### src/rtl/inst_mem_loader.sv
// Instruction memory loader: assembles a framed UART byte stream
// (A5, N hi, N lo, 4N data bytes MSB first, XOR checksum) into
// 32-bit words and writes them to the instruction RAM, holding the
// CPU until a frame completes with a good checksum.
// Ports: clk, reset (async active-low), rx_valid/rx_data byte strobe,
// wr_en/wr_addr/wr_data RAM write port, cpu_hold, load_done pulse,
// load_error sticky flag, words_loaded count of the current/last frame.
module inst_mem_loader #(
    parameter int ROM_SIZE = 256,
    parameter int TIMEOUT  = 1000000
) (
    input  logic        clk,
    input  logic        reset,
    input  logic        rx_valid,
    input  logic [7:0]  rx_data,
    output logic        wr_en,
    output logic [31:0] wr_addr,
    output logic [31:0] wr_data,
    output logic        cpu_hold,
    output logic        load_done,
    output logic        load_error,
    output logic [15:0] words_loaded
);

    localparam int TW = $clog2(TIMEOUT + 1);
    localparam logic [TW-1:0] TMAX = TW'(TIMEOUT - 1);
    localparam logic [16:0] NMAX = 17'(ROM_SIZE);

    typedef enum logic [2:0] {
        IDLE, CNT_HI, CNT_LO, DATA, CKSUM
    } state_t;

    state_t        state, state_n;
    logic [7:0]    cnt_hi;
    logic [15:0]   count;
    logic [23:0]   acc;
    logic [7:0]    cksum;
    logic [1:0]    byte_idx;
    logic [TW-1:0] idle_cnt;

    logic [15:0] n_new;
    logic        start, cnt_bad, word_done, ck_ok, ck_bad, tmo;

    assign n_new = {cnt_hi, rx_data};

    always_ff @(posedge clk or negedge reset) begin
        if (!reset) state <= IDLE;
        else        state <= state_n;
    end

    always_comb begin
        state_n   = state;
        start     = 1'b0;
        cnt_bad   = 1'b0;
        word_done = 1'b0;
        ck_ok     = 1'b0;
        ck_bad    = 1'b0;
        tmo       = 1'b0;
        // Silence only expires an open frame; any byte restarts the count.
        if (state != IDLE && !rx_valid && idle_cnt == TMAX) begin
            tmo     = 1'b1;
            state_n = IDLE;
        end else if (rx_valid) begin
            unique case (state)
                IDLE: begin
                    if (rx_data == 8'hA5) begin
                        start   = 1'b1;
                        state_n = CNT_HI;
                    end
                end
                CNT_HI: state_n = CNT_LO;
                CNT_LO: begin
                    if (n_new == 16'd0 || {1'b0, n_new} > NMAX) begin
                        cnt_bad = 1'b1;
                        state_n = IDLE;
                    end else begin
                        state_n = DATA;
                    end
                end
                DATA: begin
                    if (byte_idx == 2'd3) begin
                        word_done = 1'b1;
                        if (words_loaded == count - 16'd1)
                            state_n = CKSUM;
                    end
                end
                CKSUM: begin
                    if (rx_data == cksum) ck_ok  = 1'b1;
                    else                  ck_bad = 1'b1;
                    state_n = IDLE;
                end
                default: state_n = IDLE;
            endcase
        end
    end

    always_ff @(posedge clk or negedge reset) begin
        if (!reset)                       idle_cnt <= '0;
        else if (state == IDLE || rx_valid) idle_cnt <= '0;
        else if (idle_cnt != TMAX)        idle_cnt <= idle_cnt + 1'b1;
    end

    always_ff @(posedge clk or negedge reset) begin
        if (!reset) begin
            wr_en        <= 1'b0;
            wr_addr      <= '0;
            wr_data      <= '0;
            cpu_hold     <= 1'b0;
            load_done    <= 1'b0;
            load_error   <= 1'b0;
            words_loaded <= '0;
            cnt_hi       <= '0;
            count        <= '0;
            acc          <= '0;
            cksum        <= '0;
            byte_idx     <= '0;
        end else begin
            wr_en     <= 1'b0;
            load_done <= 1'b0;
            if (start) begin
                cpu_hold     <= 1'b1;
                load_error   <= 1'b0;
                words_loaded <= '0;
                cksum        <= '0;
                byte_idx     <= '0;
            end
            if (rx_valid && state == CNT_HI) cnt_hi <= rx_data;
            if (rx_valid && state == CNT_LO) count  <= n_new;
            if (rx_valid && state == DATA) begin
                acc      <= {acc[15:0], rx_data};
                cksum    <= cksum ^ rx_data;
                byte_idx <= byte_idx + 2'd1;
            end
            if (word_done) begin
                wr_en        <= 1'b1;
                wr_data      <= {acc, rx_data};
                wr_addr      <= {14'd0, words_loaded, 2'b00};
                words_loaded <= words_loaded + 16'd1;
            end
            if (cnt_bad || ck_bad || tmo) load_error <= 1'b1;
            if (ck_ok) begin
                load_done <= 1'b1;
                cpu_hold  <= 1'b0;
            end
        end
    end

endmodule

### config.mk
export PLATFORM = sky130hd
export DESIGN_NAME = inst_mem_loader
export DESIGN_NICKNAME = d
export VERILOG_FILES = /design/src/rtl/inst_mem_loader.sv
export SDC_FILE = /design/constraint.sdc
export NUM_CORES = 1
export LEC_CHECK = 0
export BUFFER_PORTS_ARGS = -buffer_cell sky130_fd_sc_hd__buf_2
export CAP_MARGIN = 30
export CORE_AREA = 2 2 122 124
export CTS_BUF_LIST = sky130_fd_sc_hd__clkbuf_2 sky130_fd_sc_hd__clkbuf_4 sky130_fd_sc_hd__clkbuf_8
export DETAILED_ROUTE_END_ITERATION = 8
export DIE_AREA = 0 0 124 126
export PLACE_DENSITY = 0.7
export SYNTH_ARGS = -nofsm -noshare
export SYNTH_HDL_FRONTEND = slang
export SYNTH_SLANG_ARGS = --single-unit
### constraint.sdc
create_clock -name clk -period 2.45 [get_ports clk]
set_input_delay 0.245 -clock clk [delete_from_list [all_inputs] [get_ports clk]]
set_output_delay 0.245 -clock clk [all_outputs]
set_load 0.005 [all_outputs]
==> results of run 1 <==
layer usage:
metal  GRT usage [%]  up-vias
met4           8.394        0
met2           31.97      155
met5               0        -
met1           32.98     2765
met3           4.574       23
li1                -     2742
layout by cell type (no fill, tap or decap), types with 6 or more instances in the layout:
cell type | Yosys | layout
o21ai_0 | 6 | 6
o21ai_1 | 36 | 36
clkbuf_8 | 0 | 18
conb_1 | 1 | 16
nor3_1 | 11 | 10
xnor2_1 | 26 | 26
or4_1 | 10 | 10
and3_1 | 16 | 16
nand4_1 | 9 | 9
nor4_1 | 7 | 7
nor2_1 | 38 | 38
buf_2 | 0 | 77
dfrtp_1 | 149 | 149
nand3_1 | 22 | 22
xor2_1 | 13 | 13
mux2_1 | 22 | 22
a21oi_1 | 9 | 9
or3_1 | 7 | 7
buf_4 | 16 | 32
nand2_1 | 256 | 256
power by group through the flow:
stage,logic [W],clock network (W),registers [W]
floorplan,0.000894,0,0.00287
global placement,0.00123,0,0.00291
detailed placement,0.00126,0,0.00292
CTS,0.00127,0.00199,0.00287
global route,0.00147,0.00210,0.00291
finish,0.00134,0.00195,0.00288
stage by stage:
stage	setup TNS, ns	hold WS (ns)
floorplan	0	-0.05059
global placement	0	0.2423
detailed placement	0	0.2388
CTS	0	0.1498
global route	-0.01548	0.1703
finish	0	0.1632
path summary, 6_finish.rpt:
path | end
worst max-delay path | state[2]
worst min-delay path | wr_data[6]
worst max register to register | state[2]
worst min register to register | wr_addr[4]
max in group asynchronous | wr_data[19]
min in group asynchronous | wr_addr[4]
tightest hold or removal path, stage by stage:
cell	delay [ns]
buf_2	0.09
buf_4	0.15
nand2_1	0.06
nand2_1	0.05
what timing repair did:
action / in CTS / in global routing
endpoints found under the hold margin: 52 / 0
endpoints found under the setup margin: 0 / 3
hold buffers: 1 / 0
gates resized for setup: 0 / 8
cell type report:
| cell class | count | area, um^2 |
|---|---|---|
| clock buffer | 20 | 262.8 |
| sequential | 149 | 3729 |
| timing repair buffer | 114 | 706.9 |
| tap | 184 | 230.2 |
| fill | 1298 | 6086 |
| inverter | 6 | 22.52 |
| multi-input combinational | 575 | 3133 |
| clock inverter | 12 | 143.9 |
logic make-up (layout without fill, tap and decap cells):
family          count (synthesis)  in the layout  synth area share, %
simple gates                  406            406                25.93
flops                         149            149                52.72
compound gates                 85             85                7.412
buf+inv                        61            152                4.422
xor+xnor                       39             39                4.829
mux                            25             25                3.927
fa+ha+maj                       4              4               0.7076
other cells                     1             16              0.05302
state kept, by name, indices dropped and copies added, names as in the netlist, 2 cells and up:
register / flops
acc: 24
byte_idx: 2
cksum: 8
cnt_hi: 8
count: 16
idle_cnt: 20
state: 3
words_loaded: 16
wr_addr: 16
wr_data: 32
==> metrics, run 1 <==
status finished clean; dpl cells 1027; routed metal-1 wire length 7685 um; TritonCTS clock tree built; first-pass GRT wire length 27120 um; final wirelength 16220 um; Yosys warnings 0; Gate Count Post-Synth 770; arrival time at the worst endpoint 2.71 ns; Crit path max-delay family simple AND/OR/NAND/NOR gates; synthesis-to-layout area growth 16.33%; part of the cycle the worst path needs 96.42%; fin area 8228 um^2; vias in the first global route 5395; Worst R2R Path Depth 7; Logic pwr share 21.7%; hpwl dp 11020 um; Worst EP required 2.80 ns; post-layout min period 2.362 ns; Clock Latency Late Sink 0.46 ns; r2r startpoint count[0]; slowest stage delay, CP 0.53 ns; Reg power frac 46.6%; Reg clk slew, reported paths 0.08 ns; largest net degree at the start of global routing 55; GRT Resource Usage Total 22.15%; worst-path cell chain or4_1 > buf_4 > or4_1 > and3_1 > o22ai_1 > nor4_4 > a21o_1; Vias per Instance 5.363; fin worst setup slack 0.08765 ns; nets 878; Clk pwr share 31.7%; Fmax 423.3 MHz; Commonest cells post-synth nand2_1 (256), dfrtp_1 (149), nor2_1 (38); Synth Cell Area 7073 um^2; Worst path depth 7; Leak 4.308 nW; Primary FF master, synth dfrtp_1; CTS root buf clkbuf_8; P_sw 0.001919 W; Layout Cells excl Fill 1060; DR WL/cell 15.31 um; Final Max Slew Viols 0; Worst IR Drop VDD 0.0004413 V; worst slew pin tran 0.6376 ns; post-synth cell types 60; Clock Skews 0.01484 ns; top-level I/O count 95; router iterations before antenna repair 7; Critical Path Sink Type flip-flop; global route total overflow 0; reg2reg setup slack 0.09 ns; Final GP Congestion 0.8711; worst hold path type in -> reg; dpl cell area 7771 um^2; antenna violations before repair 0; EDFF count, synth 0; CP Buf/Inv Count 1; antenna viol nets, final 0; most frequent CP cell or4_1; Num CTS Buffers 17; DR iter-0 viols 363; Worst slew margin 57.33%; DRC viols 0; Starting Density 49.41%; core area 14310 um^2; Die Footprint 15620 um^2; total power 0.006168 W; critical path startpoint category flip-flop; clock sink count 149; worst hold path depth 4; Fin. Hold Viols 0; Avg Inst Size Synth 9.186 um^2; I/O Buffers 78; CP startpoint count[0]; sequential-to-total area share from yosys stat 52.72%; pre-CTS setup slack 0.02235 ns; via count 5685; final setup violation count 0; Setup CP Type reg -> reg; share of layout cells above drive strength 1 18.38%; slowest cell on the critical path or4_1; ant diodes 0; hold path start rx_data[6]; clock tree buffer depth 2; Internal 0.004248 W; PD cells 749.6 nW/um^2; Area contributors post-synth dfrtp_1 (53%), nand2_1 (14%), mux2_1 (3.5%); Synth top area share 52.72%; # H-tree levels 4; Post-CTS Setup Bufs 0; Die H 126 um; WL met2 7470 um; Net Sw Frac 31.12%; Max Cap Violations 0; Crit Path Max Fanout 4; Max Used Layer met4; ys async rst share 100.0%; most common cell in the netlist nand2_1; Yosys reg bits 149; top cell type by total area after synthesis dfrtp_1; RSZ-0062 raised after global routing yes; cell row count 44; final core occ 57.48%; routed length on met3 759 um; die width 124 um
Power figures use the tool's default switching activity.
==> run 2, diff against run 1 <==
- PLACE_DENSITY: 0.7 -> 0.67
- clock period: 2.45 -> 2.9 ns (I/O delays scaled with it)
==> run 2 against run 1 <==
Compared with the run above: global-route usage rose by 0.87 points; fmax fell by 13%; register-to-register slack improved by 0.09 ns; utilization fell by 1.3 points; setup slack improved by 0.090 ns; clock-buffer cell count rose by 1; critical path type unchanged; largest cell class unchanged; highest routed layer unchanged.
==> metrics, run 2 (same netlist as run 1, synthesis figures left out) <==
status finished clean; Fmax 367.3 MHz; Clock Latency Late Sink 0.46 ns; dpl cell area 7601 um^2; total power 0.005180 W; final wirelength 16650 um; Reg power frac 47.7%; Die Footprint 15620 um^2; Reg clk slew, reported paths 0.08 ns; router iterations before antenna repair 5; hpwl dp 11520 um; Fin Setup TNS 0 ns; most common cell after layout, fill and taps aside nand2_1; P_sw 0.001523 W; worst hold path type in -> reg; Setup CP Type reg -> reg; share of layout cells above drive strength 1 15.36%; Clk pwr share 33.9%; synthesis-to-layout area growth 13.67%; Clock Skews 0.01651 ns; # H-tree levels 4; clock sink count 149; CTS root buf clkbuf_8; most frequent cells in the layout nand2_1 (256), dfrtp_1 (149), buf_2 (77), nor2_1 (38), o21ai_1 (36); DRC viols 0; top-level I/O count 95; Starting Density 49.41%; antenna viol nets, final 0; first-pass GRT wire length 28140 um; I/O Buffers 78; Worst IR Drop VDD 0.0004161 V; Max Cap Violations 0; Resize count post-CTS 0; Biggest register wr_data; core area 14310 um^2; Logic pwr share 18.4%; fin area 8040 um^2; Vias per Instance 5.406; Leak 4.209 nW; slowest stage delay, CP 0.68 ns; DR iter-0 viols 441; Crit Path Max Fanout 10; cell row count 44; max reg flops 32; TritonCTS clock tree built; nets 857; most frequent CP cell or4_1; worst-path cell chain or4_1 > or4_1 > o22ai_1 > a32oi_1 > nor4_2 > a21oi_1; vias in the first global route 5519; Fin. Hold Viols 0; largest net degree at the start of global routing 78; DR WL/cell 16.05 um; PD cells 644.3 nW/um^2; Die H 126 um; Final GP Congestion 0.8503; Net Sw Frac 29.41%; part of the cycle the worst path needs 93.88%; die width 124 um; arrival time at the worst endpoint 3.03 ns; ant diodes 0; Num CTS Buffers 17; GRT Resource Usage Total 23.03%; Internal 0.003657 W; final setup violation count 0; clock tree buffer depth 2; Worst EP required 3.21 ns; via count 5606; fillcell total 1302; post-layout min period 2.723 ns; Final Max Slew Viols 0; slowest cell on the critical path or4_1; worst slew pin tran 0.7821 ns; Critical Path Sink Type flip-flop; RSZ-0062 raised after global routing no; critical path startpoint category flip-flop; antenna violations before repair 0; global route total overflow 0; Worst slew margin 47.67%; largest registers wr_data x32, acc x24, idle_cnt x20
-- run 2: cell count changes in the layout (fill, tap and decap cells not counted), sizes merged --
cell / before / now
clkbuf: 20 / 21
inv: 9 / 5
clkinvlp: 2 / 0
clkinv: 5 / 6
bufinv: 2 / 4
buf: 113 / 92
-- run 2: layout make-up --
cell class	instances	area, um^2	area share, %
inverter	6	22.52	0.2801
multi-input combinational	575	3093	38.47
tap	184	230.2	2.863
clock buffer	21	276.5	3.439
clock inverter	9	152.6	1.899
sequential	149	3729	46.37
timing repair buffer	93	536.8	6.676
-- run 2: power groups by stage --
stage / registers [W] / clock network, W / logic, W
2_1_floorplan: 0.00242 / 0 / 0.000753
3_3_place_gp: 0.00250 / 0 / 0.000944
3_5_place_dp: 0.00251 / 0 / 0.000941
4_1_cts: 0.00247 / 0.00180 / 0.000948
5_1_grt: 0.00250 / 0.00189 / 0.00106
6_report: 0.00247 / 0.00176 / 0.000955
-- run 2: stage by stage --
stage / utilization (%) / hold slack, ns / cells / setup slack, ns
after floorplan: - / -0.005591 / 785 / 0.3657
after global placement: 53.10 / 0.3492 / 1006 / 0.3890
after detailed placement: 53.10 / 0.3598 / 1006 / 0.2626
after CTS: 56.17 / 0.1155 / 1037 / 0.2554
after global routing: 56.17 / 0.1465 / 1037 / 0.01474
final: 56.17 / 0.1398 / 1037 / 0.1774
-- run 2: layer usage --
layer | wire length, um | global-route usage (%) | vias to the layer above
met2 | 7877 | 35.04 | 130
met3 | 690 | 5.208 | 15
met4 | 162 | 6.213 | 0
met1 | 7917 | 33.35 | 2753
li1 | - | - | 2708
met5 | 0 | 0 | -
-- run 2: what timing repair did --
action	in CTS	in global routing
buffers inserted	0	0
endpoints found under the hold margin	74	0
hold buffers	1	0
-- run 2: final timing paths --
path | to | slack (ns) | cells past startpoint | from
max | state[0] | 0.18 | 6 | count[1]
max in group asynchronous | words_loaded[0] | 1.71 | 3 | reset
max reg2reg | state[0] | 0.18 | 6 | count[1]
min | wr_data[3] | 0.14 | 3 | rx_data[3]
min in group asynchronous | wr_addr[9] | 0.42 | 2 | reset
min reg2reg | wr_addr[10] | 0.47 | 2 | wr_addr[10]
-- run 2: critical path, delay by kind of cell (launching register included) --
kind | cells | cell delay (ns)
DFF | 1 | 0.47
AOI/OAI and AO/OA | 3 | 0.46
and+or+nand+nor | 3 | 1.65
